## src/rtl/dsp_sched_pkg.sv

```systemverilog
// Shared types for the DSP command scheduler: FSM states and the queued command record.
package dsp_sched_pkg;

    localparam int OP_W_DEF   = 2;
    localparam int ADDR_W_DEF = 5;

    typedef enum logic [2:0] {
        IDLE,
        ISSUE,
        WAIT,
        RETIRE,
        ERROR
    } state_t;

    typedef struct packed {
        logic [OP_W_DEF-1:0]   op;
        logic [ADDR_W_DEF-1:0] ra;
        logic [ADDR_W_DEF-1:0] rb;
        logic [ADDR_W_DEF-1:0] rw;
    } cmd_t;

endpackage

```

## src/rtl/dsp_cmd_fifo.sv

```systemverilog
// Circular command FIFO with a registered occupancy count; full/empty derive from the count only.
module dsp_cmd_fifo
    import dsp_sched_pkg::*;
#(
    parameter int  DEPTH = 4,
    parameter type T     = cmd_t
) (
    input  logic                   clk,
    input  logic                   reset,
    input  logic                   push,
    input  T                       push_data,
    input  logic                   pop,
    output T                       head,
    output logic [$clog2(DEPTH):0] count,
    output logic                   full,
    output logic                   empty
);

    localparam int                 PTR_W    = $clog2(DEPTH);
    localparam logic [PTR_W:0]     FULL_CNT = (PTR_W + 1)'(DEPTH);

    T                 mem [DEPTH];
    logic [PTR_W-1:0] wr_ptr;
    logic [PTR_W-1:0] rd_ptr;
    logic             do_push;
    logic             do_pop;

    assign full    = (count == FULL_CNT);
    assign empty   = (count == '0);
    assign do_push = push & ~full;
    assign do_pop  = pop & ~empty;
    assign head    = mem[rd_ptr];

    // Storage carries no reset; validity is tracked by the count alone.
    always_ff @(posedge clk) begin
        if (do_push) begin
            mem[wr_ptr] <= push_data;
        end
    end

    always_ff @(posedge clk or posedge reset) begin
        if (reset) begin
            wr_ptr <= '0;
            rd_ptr <= '0;
            count  <= '0;
        end else begin
            if (do_push) begin
                wr_ptr <= wr_ptr + 1'b1;
            end
            if (do_pop) begin
                rd_ptr <= rd_ptr + 1'b1;
            end
            case ({do_push, do_pop})
                2'b10:   count <= count + 1'b1;
                2'b01:   count <= count - 1'b1;
                default: count <= count;
            endcase
        end
    end

endmodule

```

## src/rtl/dsp_cmd_scheduler.sv

```systemverilog
// Queues DSP commands and issues them one at a time, holding operands until done or timeout.
module dsp_cmd_scheduler
    import dsp_sched_pkg::*;
#(
    parameter int DEPTH   = 4,
    parameter int OP_W    = OP_W_DEF,
    parameter int ADDR_W  = ADDR_W_DEF,
    parameter int TIMEOUT = 64
) (
    input  logic                   clk,
    input  logic                   reset,
    input  logic                   cmd_valid,
    output logic                   cmd_ready,
    input  logic [OP_W-1:0]        cmd_op,
    input  logic [ADDR_W-1:0]      cmd_ra,
    input  logic [ADDR_W-1:0]      cmd_rb,
    input  logic [ADDR_W-1:0]      cmd_rw,
    output logic                   dsp_start,
    output logic [OP_W-1:0]        dsp_op,
    output logic [ADDR_W-1:0]      mem_ra,
    output logic [ADDR_W-1:0]      mem_rb,
    output logic [ADDR_W-1:0]      mem_rw,
    input  logic                   dsp_done,
    output logic                   cmp_valid,
    output logic [ADDR_W-1:0]      cmp_rw,
    output logic                   busy,
    output logic [$clog2(DEPTH):0] fifo_count,
    output logic                   err_timeout,
    input  logic                   err_clr
);

    localparam int               TMR_W    = $clog2(TIMEOUT);
    localparam logic [TMR_W-1:0] TMR_LAST = TMR_W'(TIMEOUT - 1);

    typedef struct packed {
        logic [OP_W-1:0]   op;
        logic [ADDR_W-1:0] ra;
        logic [ADDR_W-1:0] rb;
        logic [ADDR_W-1:0] rw;
    } sched_cmd_t;

    state_t     state;
    state_t     state_next;
    sched_cmd_t in_cmd;
    sched_cmd_t head_cmd;
    sched_cmd_t exec_cmd;
    logic [TMR_W-1:0] timer;
    logic       fifo_full;
    logic       fifo_empty;
    logic       push;
    logic       pop;
    logic       timer_clr;
    logic       timer_inc;
    logic       err_set;
    logic       err_clear;

    assign in_cmd    = '{op: cmd_op, ra: cmd_ra, rb: cmd_rb, rw: cmd_rw};
    assign cmd_ready = ~fifo_full;
    assign push      = cmd_valid & cmd_ready;

    dsp_cmd_fifo #(
        .DEPTH (DEPTH),
        .T     (sched_cmd_t)
    ) u_fifo (
        .clk       (clk),
        .reset     (reset),
        .push      (push),
        .push_data (in_cmd),
        .pop       (pop),
        .head      (head_cmd),
        .count     (fifo_count),
        .full      (fifo_full),
        .empty     (fifo_empty)
    );

    always_ff @(posedge clk or posedge reset) begin
        if (reset) begin
            state <= IDLE;
        end else begin
            state <= state_next;
        end
    end

    always_comb begin
        state_next = state;
        pop        = 1'b0;
        dsp_start  = 1'b0;
        cmp_valid  = 1'b0;
        timer_clr  = 1'b0;
        timer_inc  = 1'b0;
        err_set    = 1'b0;
        err_clear  = 1'b0;
        case (state)
            IDLE: begin
                if (!fifo_empty) begin
                    pop        = 1'b1;
                    state_next = ISSUE;
                end
            end
            ISSUE: begin
                dsp_start  = 1'b1;
                timer_clr  = 1'b1;
                state_next = WAIT;
            end
            WAIT: begin
                // Done wins over a timeout landing in the same cycle.
                if (dsp_done) begin
                    state_next = RETIRE;
                end else if (timer == TMR_LAST) begin
                    err_set    = 1'b1;
                    state_next = ERROR;
                end else begin
                    timer_inc = 1'b1;
                end
            end
            RETIRE: begin
                cmp_valid  = 1'b1;
                state_next = IDLE;
            end
            ERROR: begin
                if (err_clr) begin
                    err_clear  = 1'b1;
                    state_next = IDLE;
                end
            end
            default: state_next = IDLE;
        endcase
    end

    // Operands latch only on the pop, so they stay stable from ISSUE through RETIRE.
    always_ff @(posedge clk or posedge reset) begin
        if (reset) begin
            exec_cmd <= '0;
        end else if (pop) begin
            exec_cmd <= head_cmd;
        end
    end

    always_ff @(posedge clk or posedge reset) begin
        if (reset) begin
            timer       <= '0;
            err_timeout <= 1'b0;
        end else begin
            if (timer_clr) begin
                timer <= '0;
            end else if (timer_inc) begin
                timer <= timer + 1'b1;
            end
            if (err_set) begin
                err_timeout <= 1'b1;
            end else if (err_clear) begin
                err_timeout <= 1'b0;
            end
        end
    end

    assign dsp_op = exec_cmd.op;
    assign mem_ra = exec_cmd.ra;
    assign mem_rb = exec_cmd.rb;
    assign mem_rw = exec_cmd.rw;
    assign cmp_rw = exec_cmd.rw;
    assign busy   = ~fifo_empty | (state != IDLE);

endmodule

```

## config.mk

```make
export PLATFORM = sky130hd
export DESIGN_NAME = dsp_cmd_scheduler
export DESIGN_NICKNAME = d
export VERILOG_FILES = /design/src/rtl/dsp_sched_pkg.sv /design/src/rtl/dsp_cmd_fifo.sv /design/src/rtl/dsp_cmd_scheduler.sv
export SDC_FILE = /design/constraint.sdc
export NUM_CORES = 1
export LEC_CHECK = 0
export ABC_AREA = 1
export CORE_UTILIZATION = 55
export CTS_CLUSTER_DIAMETER = 100
export DETAILED_ROUTE_END_ITERATION = 8
export PLACE_DENSITY = 0.79
export RECOVER_POWER = 25
export SYNTH_ARGS = -nofsm -noshare
export SYNTH_HDL_FRONTEND = slang
export SYNTH_SLANG_ARGS = --single-unit
```

## constraint.sdc

```tcl
create_clock -name clk -period 3.55 [get_ports clk]
set_input_delay 0.71 -clock clk [delete_from_list [all_inputs] [get_ports clk]]
set_output_delay 0.71 -clock clk [all_outputs]
set_load 0.01 [all_outputs]
```

# Yosys cells after proc, flatten, opt, wreduce, memory -nomap -nowiden
# Memory sizes are Yosys's and may differ from the RTL's. A register that Yosys moved wholly into a read port is not among the register bits.
# Index checks and enable logic that the tools add are counted.
[word_totals]
ram_bits = 68
out_inout_bits = 30
regBits = 17
n_memories = 1
inputBits = 22
[memory_table]
columns = ["memory", "depth", "width", "rd", "rd_ports_with_merged_regs", "write_ports", "line", "rtl"]
rows = [
  ["u_fifo.mem", 4, 17, 1, 1, 1, "dsp_cmd_fifo.sv:22", "T mem [DEPTH];"],
]
[op_classes]
reduce_logical = 7
eq_ne = 11
n_mux = 24
bitwise_logic = 6
addsub = 5
[ops]
columns = ["cell", "count"]
rows = [
  ["two-way mux 1 bit", 16],
  ["two-way mux 3 bit", 4],
  ["two-way mux 6 bit", 2],
  ["case mux 3 bit (4 select lines)", 1],
  ["adder 6 x 1 -> 6 bit (second input constant)", 1],
  ["== test 3 x 2 -> 1 bit (second input constant)", 2],
  ["== test 3 bit (second input constant)", 2],
  ["== test 6 bit (second input constant)", 1],
  ["zero test 3 bit", 2],
  ["case mux 3 bit (2 select lines)", 1],
  ["nonzero test 2 bit", 3],
  ["adder 2 x 1 -> 2 bit (second input constant)", 2],
  ["inequality test 2 bit (second input constant)", 2],
  ["adder 3 x 1 -> 3 bit (second input constant)", 1],
  ["bitwise AND 1 bit", 3],
  ["== test 3 x 1 -> 1 bit (second input constant)", 1],
  ["inequality test 3 bit (second input constant)", 1],
  ["AND reduction 3 bit", 1],
  ["nonzero test 3 bit", 1],
  ["subtractor 3 x 1 -> 3 bit (second input constant)", 1],
  ["== test 2 x 1 -> 1 bit (second input constant)", 1],
  ["== test 2 bit (second input constant)", 1],
  ["inverter 1 bit", 2],
  ["OR 1 bit", 1],
]

# Logic depth before layout (Yosys ltp)
# Gate-level depths: netlist of run 1.
[depth]
ltp_word = 6
mapped_depth = 12

# Hierarchy
# From an unflattened synthesis of run 1, not the netlist that was laid out.
[hier_totals]
hier_cells = 422
area_unflattened_um2 = 4524.3
[by_module_without_submodules]
columns = ["mod", "area_per_inst_um2", "cells_per_inst", "seq_area_each_um2", "instances"]
rows = [
  ["dsp_cmd_fifo", 3193.1, 260, 2217.1, 1],
  ["dsp_cmd_scheduler", 1331.3, 162, 675.6, 1],
]

# Least setup slack after synthesis of run 1
# Ideal clock, no wire load.
[synth_path]
path_kind = "input-to-reg"
startpoint = "input cmd_valid"
endpoint = "memory u_fifo.mem[0][0] (netlist bit), enable pin"
stages = 2
path_slack_ns = 1.531
path_buffers = 0
arrival_time_ns = 1.628
t_required_ns = 3.159
cell_sequence = "nand2_1 > nor2_1"
[synth_via]
elab_chain_cells = 4
[synth_lines]
columns = ["element", "line", "rtl"]
rows = [
  ["start, declared", "dsp_cmd_scheduler.sv:12", "input logic cmd_valid,"],
  ["bitwise AND 1 bit", "dsp_cmd_scheduler.sv:59", "assign push = cmd_valid & cmd_ready;"],
  ["bitwise AND 1 bit", "dsp_cmd_fifo.sv:30", "assign do_push = push & ~full;"],
  ["two-way mux 1 bit", "dsp_cmd_fifo.sv:36", "if (do_push) begin"],
  ["two-way mux 1 bit (not written as such)", "dsp_cmd_fifo.sv:37", "mem[wr_ptr] <= push_data;"],
  ["end, declared", "dsp_cmd_fifo.sv:22", ""],
]
# Every way passes these cells.

# Worst setup path in the final report of run 1
[layout_path]
startpoint = "register state[1]"
endpoint = "output dsp_start"
[layout_via]
elab_chain_cells = 2
[layout_lines]
columns = ["element", "line", "rtl"]
rows = [
  ["start, declared", "dsp_cmd_scheduler.sv:42", "state_t state;"],
  ["start signal, assigned", "dsp_cmd_scheduler.sv:80", "state <= state_next;"],
  ["== test 3 x 1 -> 1 bit", "dsp_cmd_scheduler.sv:93", "case (state)"],
  ["two-way mux 1 bit", "dsp_cmd_scheduler.sv:93", ""],
  ["end, declared", "dsp_cmd_scheduler.sv:18", "output logic dsp_start,"],
]
# Every way passes these cells.

==> results summary, run 1 <==
Sorting the synthesized cells by how often they occur yields nand2_1, nor2_1, edfxtp_1. The max-slew violation total from the final report is 0. The max-cap violation count is 0. The aggregate routed wire length is 7.76 mm.

The number of inserted diodes came out at 0. The synthesized netlist net count came out at 422. In this run the count of I/O pins placed on the die edge is 52. The count of cells resized by post-cts repair came out at 0. The mux contribution to synthesized area came out at 0%. The number of DRC markers after the initial detailed-route iteration is 248.

After synthesis, the cell types taking the most area are edfxtp_1, dfrtp_1, nand2_1. From bottom edge to top edge, the die measures 90.0 um. The number of synthesized flops with an enable pin is 68.

Setup violations remaining at the end of the flow were counted as 0. The slack of the critical path is 1.06 ns. The final critical delay including setup and external delays came out at 2.49 ns.

The cell count after synthesis came out at 393. The initial antenna violation count is 0. The largest vdd supply drop is 0.358 mV. The setup TNS is 0 ns. The register bit total from synthesis is 102.

Entering global routing, the biggest net connects 37 pins. The synthesized area came out at 4260 um^2. The longest individual stage delay on the worst path is 0.60 ns. The H-tree generated during clock tree synthesis spans 3 levels. The slew at the pin closest to its max-slew limit came out at 0.549 ns. The count of warnings emitted by yosys came out at 0. The number of setup buffers added after CTS came out at 0. The synthesized netlist devotes 2.23% of its cell area to adder and majority cells. The routed via count came out at 2851. The worst min-delay path class is reg2reg. The number of endpoints with negative hold slack in the final report is 0. The post-route netlist has 7.81% of its cells at a drive strength greater than 1. The post-detailed-route wirelength per cell is 14.2 um. The largest individual stage delay along the critical path comes from the cell clkdlybuf4s50_1. The clock tree from TritonCTS is built.

The clock arrives with 0.0186 ns of skew. The largest delay contributor family on the critical path is buffers and inverters. The clock buffer count from CTS is 9. The parity-gate share of the synthesized area counting xor and xnor cells came out at 0.823%. The synthesis-to-finish area growth came out at 17.7%. The distinct cell type count of the synthesized netlist is 27.

The worst slew slack as a fraction of its limit came out at 63.3%. The clock transition at the register clock pins on the worst setup and hold paths after CTS is 0.10 ns. In this run the remaining antenna-violating nets after routing total 0.

After synthesis, the largest family of logic cells by area is simple AND/OR/NAND/NOR gates. The initial utilization of the core area, before any placement, comes to 57.8%. The leakage power figure is 0.00202 uW. The worst setup path is launched from a flop. The highest fanout seen on the critical path came out at 7. The number of non-filler instances in the completed layout is 547.

Input and output buffers added on the ports amount to 51. The HPWL after detailed placement is 4.99 mm. Global routing finished with a remaining overflow of 0. The share of Yosys cell area claimed by the top area cell type is 48.0%. The number of placed cells counting well taps came out at 531. The global-route wire length before repair came out at 13.1 mm. The pre-CTS setup slack is 1.05 ns.

The mean area per synthesized cell came out at 10.8 um^2. Registers take 2890 um^2. The kind of critical path is reg2out. The compound-gate portion of the synthesized area is 7.17%. Based on the critical path, the design can be clocked at up to 402 MHz. nand2_1 is the most common cell in the netlist. Data on the critical path arrives at its endpoint at 1.78 ns. The number of filler cells placed in the layout is 550. Summed over all instances, the cell type with the most area after synthesis is edfxtp_1. The later pin in the worst-skew pair is clocked with a latency of 0.37 ns. The area of the core came out at 7370 um^2. Sequential elements use 68.0% of the synthesized area. The endpoint required time on the critical path came out at 2.84 ns. The via count of the first global-routing pass came out at 2773. No sink is reached through more buffers than the 2 on the longest clock path. The first detailed-routing pass ran for 5 iterations. Among all flip-flop cells after synthesis, the most frequent one is edfxtp_1.

The clock drives 102 sinks. The final weighted congestion in routability-driven placement is 0.847. The die area came out at 8090 um^2.

The chip width is 90.0 um. The power density over the cells came out at 818 nW/um^2. The run finished with clean final reports. The number of rows created at floorplan came out at 31. The all-layer global routing usage is 20.9%.

The area of the multi-input gates came out at 1140 um^2. The root buffer selected by CTS is clkbuf_8. The buffering stage count on the worst path with inverters included came out at 1. The number of remaining DRC errors came out at 0. The period utilization is 70.1%. The hold buffer count at CTS is 0.

The worst setup path is captured at an output port. The post-synthesis simple-gate area fraction is 16.6%. Setup repair after global routing left no endpoint under its margin. The post-detailed-route via-to-cell ratio came out at 5.21. The share of flip-flops with an asynchronous set or reset is 33.3%. Traced cell by cell, the critical path runs through nor3_2 > clkdlybuf4s50_1. At the end of the flow, the number of nets in the layout was 472.
-- worst paths after layout --
kind | startpoint | end | slack, ns | cells after the start
setup / recovery | state[1] | dsp_start | 1.06 | 2
hold / removal | mem_ra[1] | mem_ra[1] | 0.49 | 2
setup reg to reg | state[0] | u_fifo.count[2] | 1.23 | 11
hold reg to reg | mem_ra[1] | mem_ra[1] | 0.49 | 2
max in group asynchronous | reset | timer[5] | 2.50 | 3
min in group asynchronous | reset | u_fifo.count[1] | 0.72 | 3
-- layout make-up --
| class | instances | area share (%) |
|---|---|---|
| clock buffer | 9 | 2.47 |
| clock inverter | 7 | 1.27 |
| inverter | 28 | 2.15 |
| multi-input combinational | 245 | 22.8 |
| sequential | 102 | 57.7 |
| tap | 99 | 2.47 |
| timing repair buffer | 57 | 11.1 |
-- tightest hold or removal path: stages (launching register included) --
cell and delay [ns]:
dfrtp_1 0.36, nand2_1 0.05, nand2_1 0.05
-- metrics by stage --
step	area [um^2]	hold WS (ns)	total power (uW)	util, %
after floorplan	4260	0.468	2880	-
after global placement	4820	0.463	3380	65.4
after detailed placement	4820	0.466	3440	65.4
after CTS	5010	0.492	4130	68.0
after global routing	5010	0.514	4400	68.0
final	5010	0.489	4100	68.0
-- state kept, by name (all words and copies together), names as in the netlist --
name	flops
cmp_rw	5
dsp_op	2
err_timeout	1
mem_ra	5
mem_rb	5
state	3
timer	6
u_fifo.count	3
u_fifo.mem	68
u_fifo.rd_ptr	2
u_fifo.wr_ptr	2
-- power breakdown --
part	switching [uW]	internal, uW	total (uW)
Combinational	1010	646	1660
Clock	416	271	686
Sequential	149	1610	1760
Total	1580	2520	4100
-- logic make-up (layout without fill, tap and decap cells) --
kind of cell               Yosys count  count (layout)
buffers and inverters               46             101
AOI/OAI and AO/OA                   61              61
DFF                                102             102
xor gates and xnor gates             4               4
and+or+nand+nor                    173             173
adders and majority gates            7               7
-- per-layer routing --
layer	routed length, um	part of all wire (%)	GRT usage, %
met1	3460	45	27.3
met2	3780	49	34.7
met3	373	4.8	4.40
met4	159	2.0	7.80
met5	0	0	0
-- placed cells by master (no fill, tap or decap) --
cell / instances
xor2_1: 3
nor2_1: 69
dfrtp_1: 34
nand2_2: 2
nand4_1: 1
nand2_1: 81
edfxtp_1: 68
buf_4: 6
clkinv_4: 1
inv_6: 2
clkbuf_8: 9
ha_1: 6
nand2_4: 2
dlygate4sd3_1: 15
nor3_1: 1
inv_1: 22
nor2_4: 1
xnor2_1: 1
a21oi_1: 3
clkinvlp_4: 2
o21ai_0: 47
inv_2: 5
nor2_2: 1
inv_4: 1
fa_1: 1
clkdlybuf4s50_1: 36
nand3_1: 14
o21ai_1: 11
inv_8: 2
nor3_2: 1
Note: power is estimated with default switching activity, not from simulation.
==> inputs of run 2 (changes only) <==
Clock period 3.55 ns to 2.5 ns, I/O delays scaled along.
==> run 2 against run 1 <==
Highest routed layer unchanged. Critical endpoint unchanged. First-iteration DRC count fell by 41%. Count of clock-buffer cells in the layout did not move. Largest cell class unchanged. Clock skew fell by 0.013 ns. Clock power rose by 49%. Register-to-register slack got worse by 0.98 ns. Sequential power rose by 42%.
==> results summary, run 2 (same netlist as run 1, synthesis figures left out) <==
The number of nets in the layout came out at 473 (was 472). The post-detailed-route via-to-cell ratio is 5.08 (was 5.21). The depth of the worst hold-timing path is 2 (unchanged). The global-route congestion overflow total is 0 (unchanged). The final critical delay including setup and external delays came out at 2.29 ns. Top library cells by usage in the layout, fill and taps aside: nand2_1, nor2_1, edfxtp_1 (unchanged). The clock latency reported for the late side of the worst-skew pair is 0.36 ns (was 0.37 ns). The slew at the pin closest to its max-slew limit came out at 0.532 ns (was 0.549 ns). The root buffer selected by CTS is clkbuf_8 (unchanged). The all-layer global routing usage was 21.0% (was 20.9%).

The sequential power share is 42.7% (was 42.8%). The final weighted congestion in routability-driven placement came to 0.829 (was 0.847). The endpoint required time on the critical path is 2.00 ns (was 2.84 ns).

The clock network fraction of design power came to 17.3% (was 16.7%). The count of cells resized by post-cts repair is 0 (unchanged). The global-route wire length before repair came out at 13.0 mm (was 13.1 mm). The setup skew after layout came to 0.00550 ns (was 0.0186 ns). The first-pass iteration count of the detailed router is 4 (was 5).

The die area came out at 8090 um^2 (unchanged). The count of cell instances traversed by the critical path came out at 2 (unchanged). The flip-flop count of the largest register after layout is 68 (unchanged). The starting utilization of the core area came out at 57.8% (unchanged). The total net switching power came to 2190 uW (was 1580 uW). The share of cells above drive strength 1 came out at 8.02% (was 7.81%). The setup TNS came out at 0 ns (unchanged). The clock sink count was 102 (unchanged). The area of the multi-input gates came out at 1140 um^2 (unchanged). The number of DRC markers after the initial detailed-route iteration came out at 147 (was 248). The switching part of the total power is 37.4% (was 38.4%). The leading cell type in the layout, fill and taps excluded is nand2_1 (unchanged). The initial antenna violation count is 0 (unchanged). The relative contribution of combinational cells to total power came out at 40.0% (was 40.4%). The area of all sequential standard cells came out at 2890 um^2 (unchanged). The worst hold slack after final layout came to 0.494 ns (was 0.489 ns). The area of the core is 7370 um^2 (unchanged). The number of buffers between clock root and the deepest sink was 2 (unchanged). The longest individual stage delay on the worst path came to 0.60 ns (about the same). The highest fanout seen on the critical path was 7 (unchanged). The largest net degree at the start of global routing is 37 (unchanged). RSZ-0062 raised after global routing: false (unchanged).

The hold buffer count at CTS came out at 0 (unchanged). The buffering stage count on the worst path with inverters included is 1 (unchanged). The max-cap violation count is 0 (unchanged). Dividing the final minimum period by the clock period gives 91.5%. The number of I/O pins is 52 (unchanged). The clock buffer count from CTS came out at 9 (unchanged). The number of non-filler instances in the completed layout came out at 548 (was 547).

The vertical die dimension came out at 90.0 um (unchanged). The number of filler cells placed in the layout was 531 (was 550). The remaining number of nets flagged by the antenna check after routing came to 0 (unchanged).

The clock transition at the register clock pins on the worst setup and hold paths after CTS came out at 0.09 ns (was 0.10 ns). The chip width came to 90.0 um (unchanged). The number of endpoints with negative hold slack in the final report came out at 0 (unchanged). The cell count of the worst reg-to-reg path is 11 (unchanged). The synthesis-to-finish area growth was 18.1% (was 17.7%). The power density over the cells is 1170 nW/um^2 (was 818 nW/um^2). Run status: complete, no violations (unchanged). The number of setup buffers added after CTS came out at 0 (unchanged). The number of buffers inserted by port buffering came to 51 (unchanged). The worst slew slack as a fraction of its limit came out at 64.5% (was 63.3%). The number of placed cells counting well taps is 532 (was 531). The endpoint type of the worst setup path is an output port (unchanged). The cell with the largest stage delay on the worst path is clkdlybuf4s50_1 (unchanged). The signal arrival time at the worst endpoint came out at 1.79 ns (was 1.78 ns). The internal power component came out at 3670 uW (was 2520 uW). The H-tree depth is 3 (unchanged). The routed via count came out at 2786 (was 2851). The number of inserted diodes came out at 0 (unchanged). The leakage power figure came out at 0.00203 uW (was 0.00202 uW). The worst min-delay path class is reg2reg (unchanged). The highest attainable clock frequency came out at 437 MHz.

The nature of the critical path startpoint is a flop (unchanged). The max-slew violation total from the final report came out at 0 (unchanged). The clock tree from TritonCTS is built (unchanged). The via count of the first global-routing pass came out at 2805 (was 2773).

The total half-perimeter wirelength after legalization and detailed placement came out at 5.03 mm (was 4.99 mm). The setup-violating endpoint count in the final report came out at 0 (unchanged). Biggest regs: u_fifo.mem: 68 flops, timer: 6 flops (unchanged). The post-detailed-route wirelength per cell is 14.0 um (was 14.2 um). The kind of critical path was reg2out (unchanged).

The number of rows created at floorplan came out at 31 (unchanged). Cell-by-cell trace of the critical path: nor3_2 > clkdlybuf4s50_1 (unchanged). The largest delay contributor family on the critical path is buffers and inverters (unchanged). The register name with the most flops is u_fifo.mem (unchanged). The largest vdd supply drop is 0.567 mV (was 0.358 mV).

The number of remaining DRC errors was 0 (unchanged). The aggregate routed wire length is 7.66 mm (was 7.76 mm).
-- run 2: cell types whose count changed in the layout (fill, tap and decap cells not counted), sizes merged --
cell	change
buf	+1
bufinv	+1
clkinv	+1
inv	-2
-- run 2: worst paths after layout --
kind / startpoint / to / slack [ns]
worst min register to register: mem_rb[0] / mem_rb[0] / 0.49
max in group asynchronous: reset / mem_rb[3] / 1.69
worst max-delay path: state[1] / dsp_start / 0.21
worst min-delay path: mem_rb[0] / mem_rb[0] / 0.49
min in group asynchronous: reset / u_fifo.count[0] / 0.51
worst max register to register: state[0] / u_fifo.count[2] / 0.25
-- run 2: metal layers --
metal	share of wire, %	up-vias	routed length (um)	global-route usage, %
met5	0	-	0	0
met4	2.2	0	167	10.9
li1	-	1391	-	-
met2	51	74	3900	36.5
met3	4.8	10	368	2.45
met1	42	1311	3230	26.0
-- run 2: tightest hold or removal path, delay by kind of cell (launching register included) --
family / cells / cell delay [ns]
flops: 1 / 0.35
simple gates: 2 / 0.12
-- run 2: final cells by class --
type / count / share of cell area (%)
Clock buffer: 9 / 2.46
Clock inverter: 7 / 1.44
Inverter: 28 / 2.14
Multi-Input combinational cell: 245 / 22.7
Sequential cell: 102 / 57.6
Tap cell: 99 / 2.46
Timing Repair Buffer: 58 / 11.2
-- run 2: stage by stage --
step | instance area [um^2] | total power [uW] | util [%] | worst slack, ns
floorplan | 4260 | 4090 | - | 0.484
global placement | 4830 | 4820 | 65.5 | 0.341
detailed placement | 4830 | 4900 | 65.5 | 0.250
CTS | 5030 | 5920 | 68.2 | 0.193
global route | 5030 | 6290 | 68.2 | 0.0411
finish | 5030 | 5860 | 68.2 | 0.213
-- run 2: power groups by stage --
stage,logic [uW],clock network [uW],registers [uW]
6_report,2350,1020,2500
5_1_grt,2640,1090,2550
4_1_cts,2380,1040,2510
3_5_place_dp,2360,0,2540
3_3_place_gp,2300,0,2520
2_1_floorplan,1530,0,2570
==> inputs of run 3 (changes only) <==
Settings changed: CTS_CLUSTER_SIZE from default to 40.
==> results of run 3 <==
The final DEF is identical to that of run 2; final timing and power are the same.
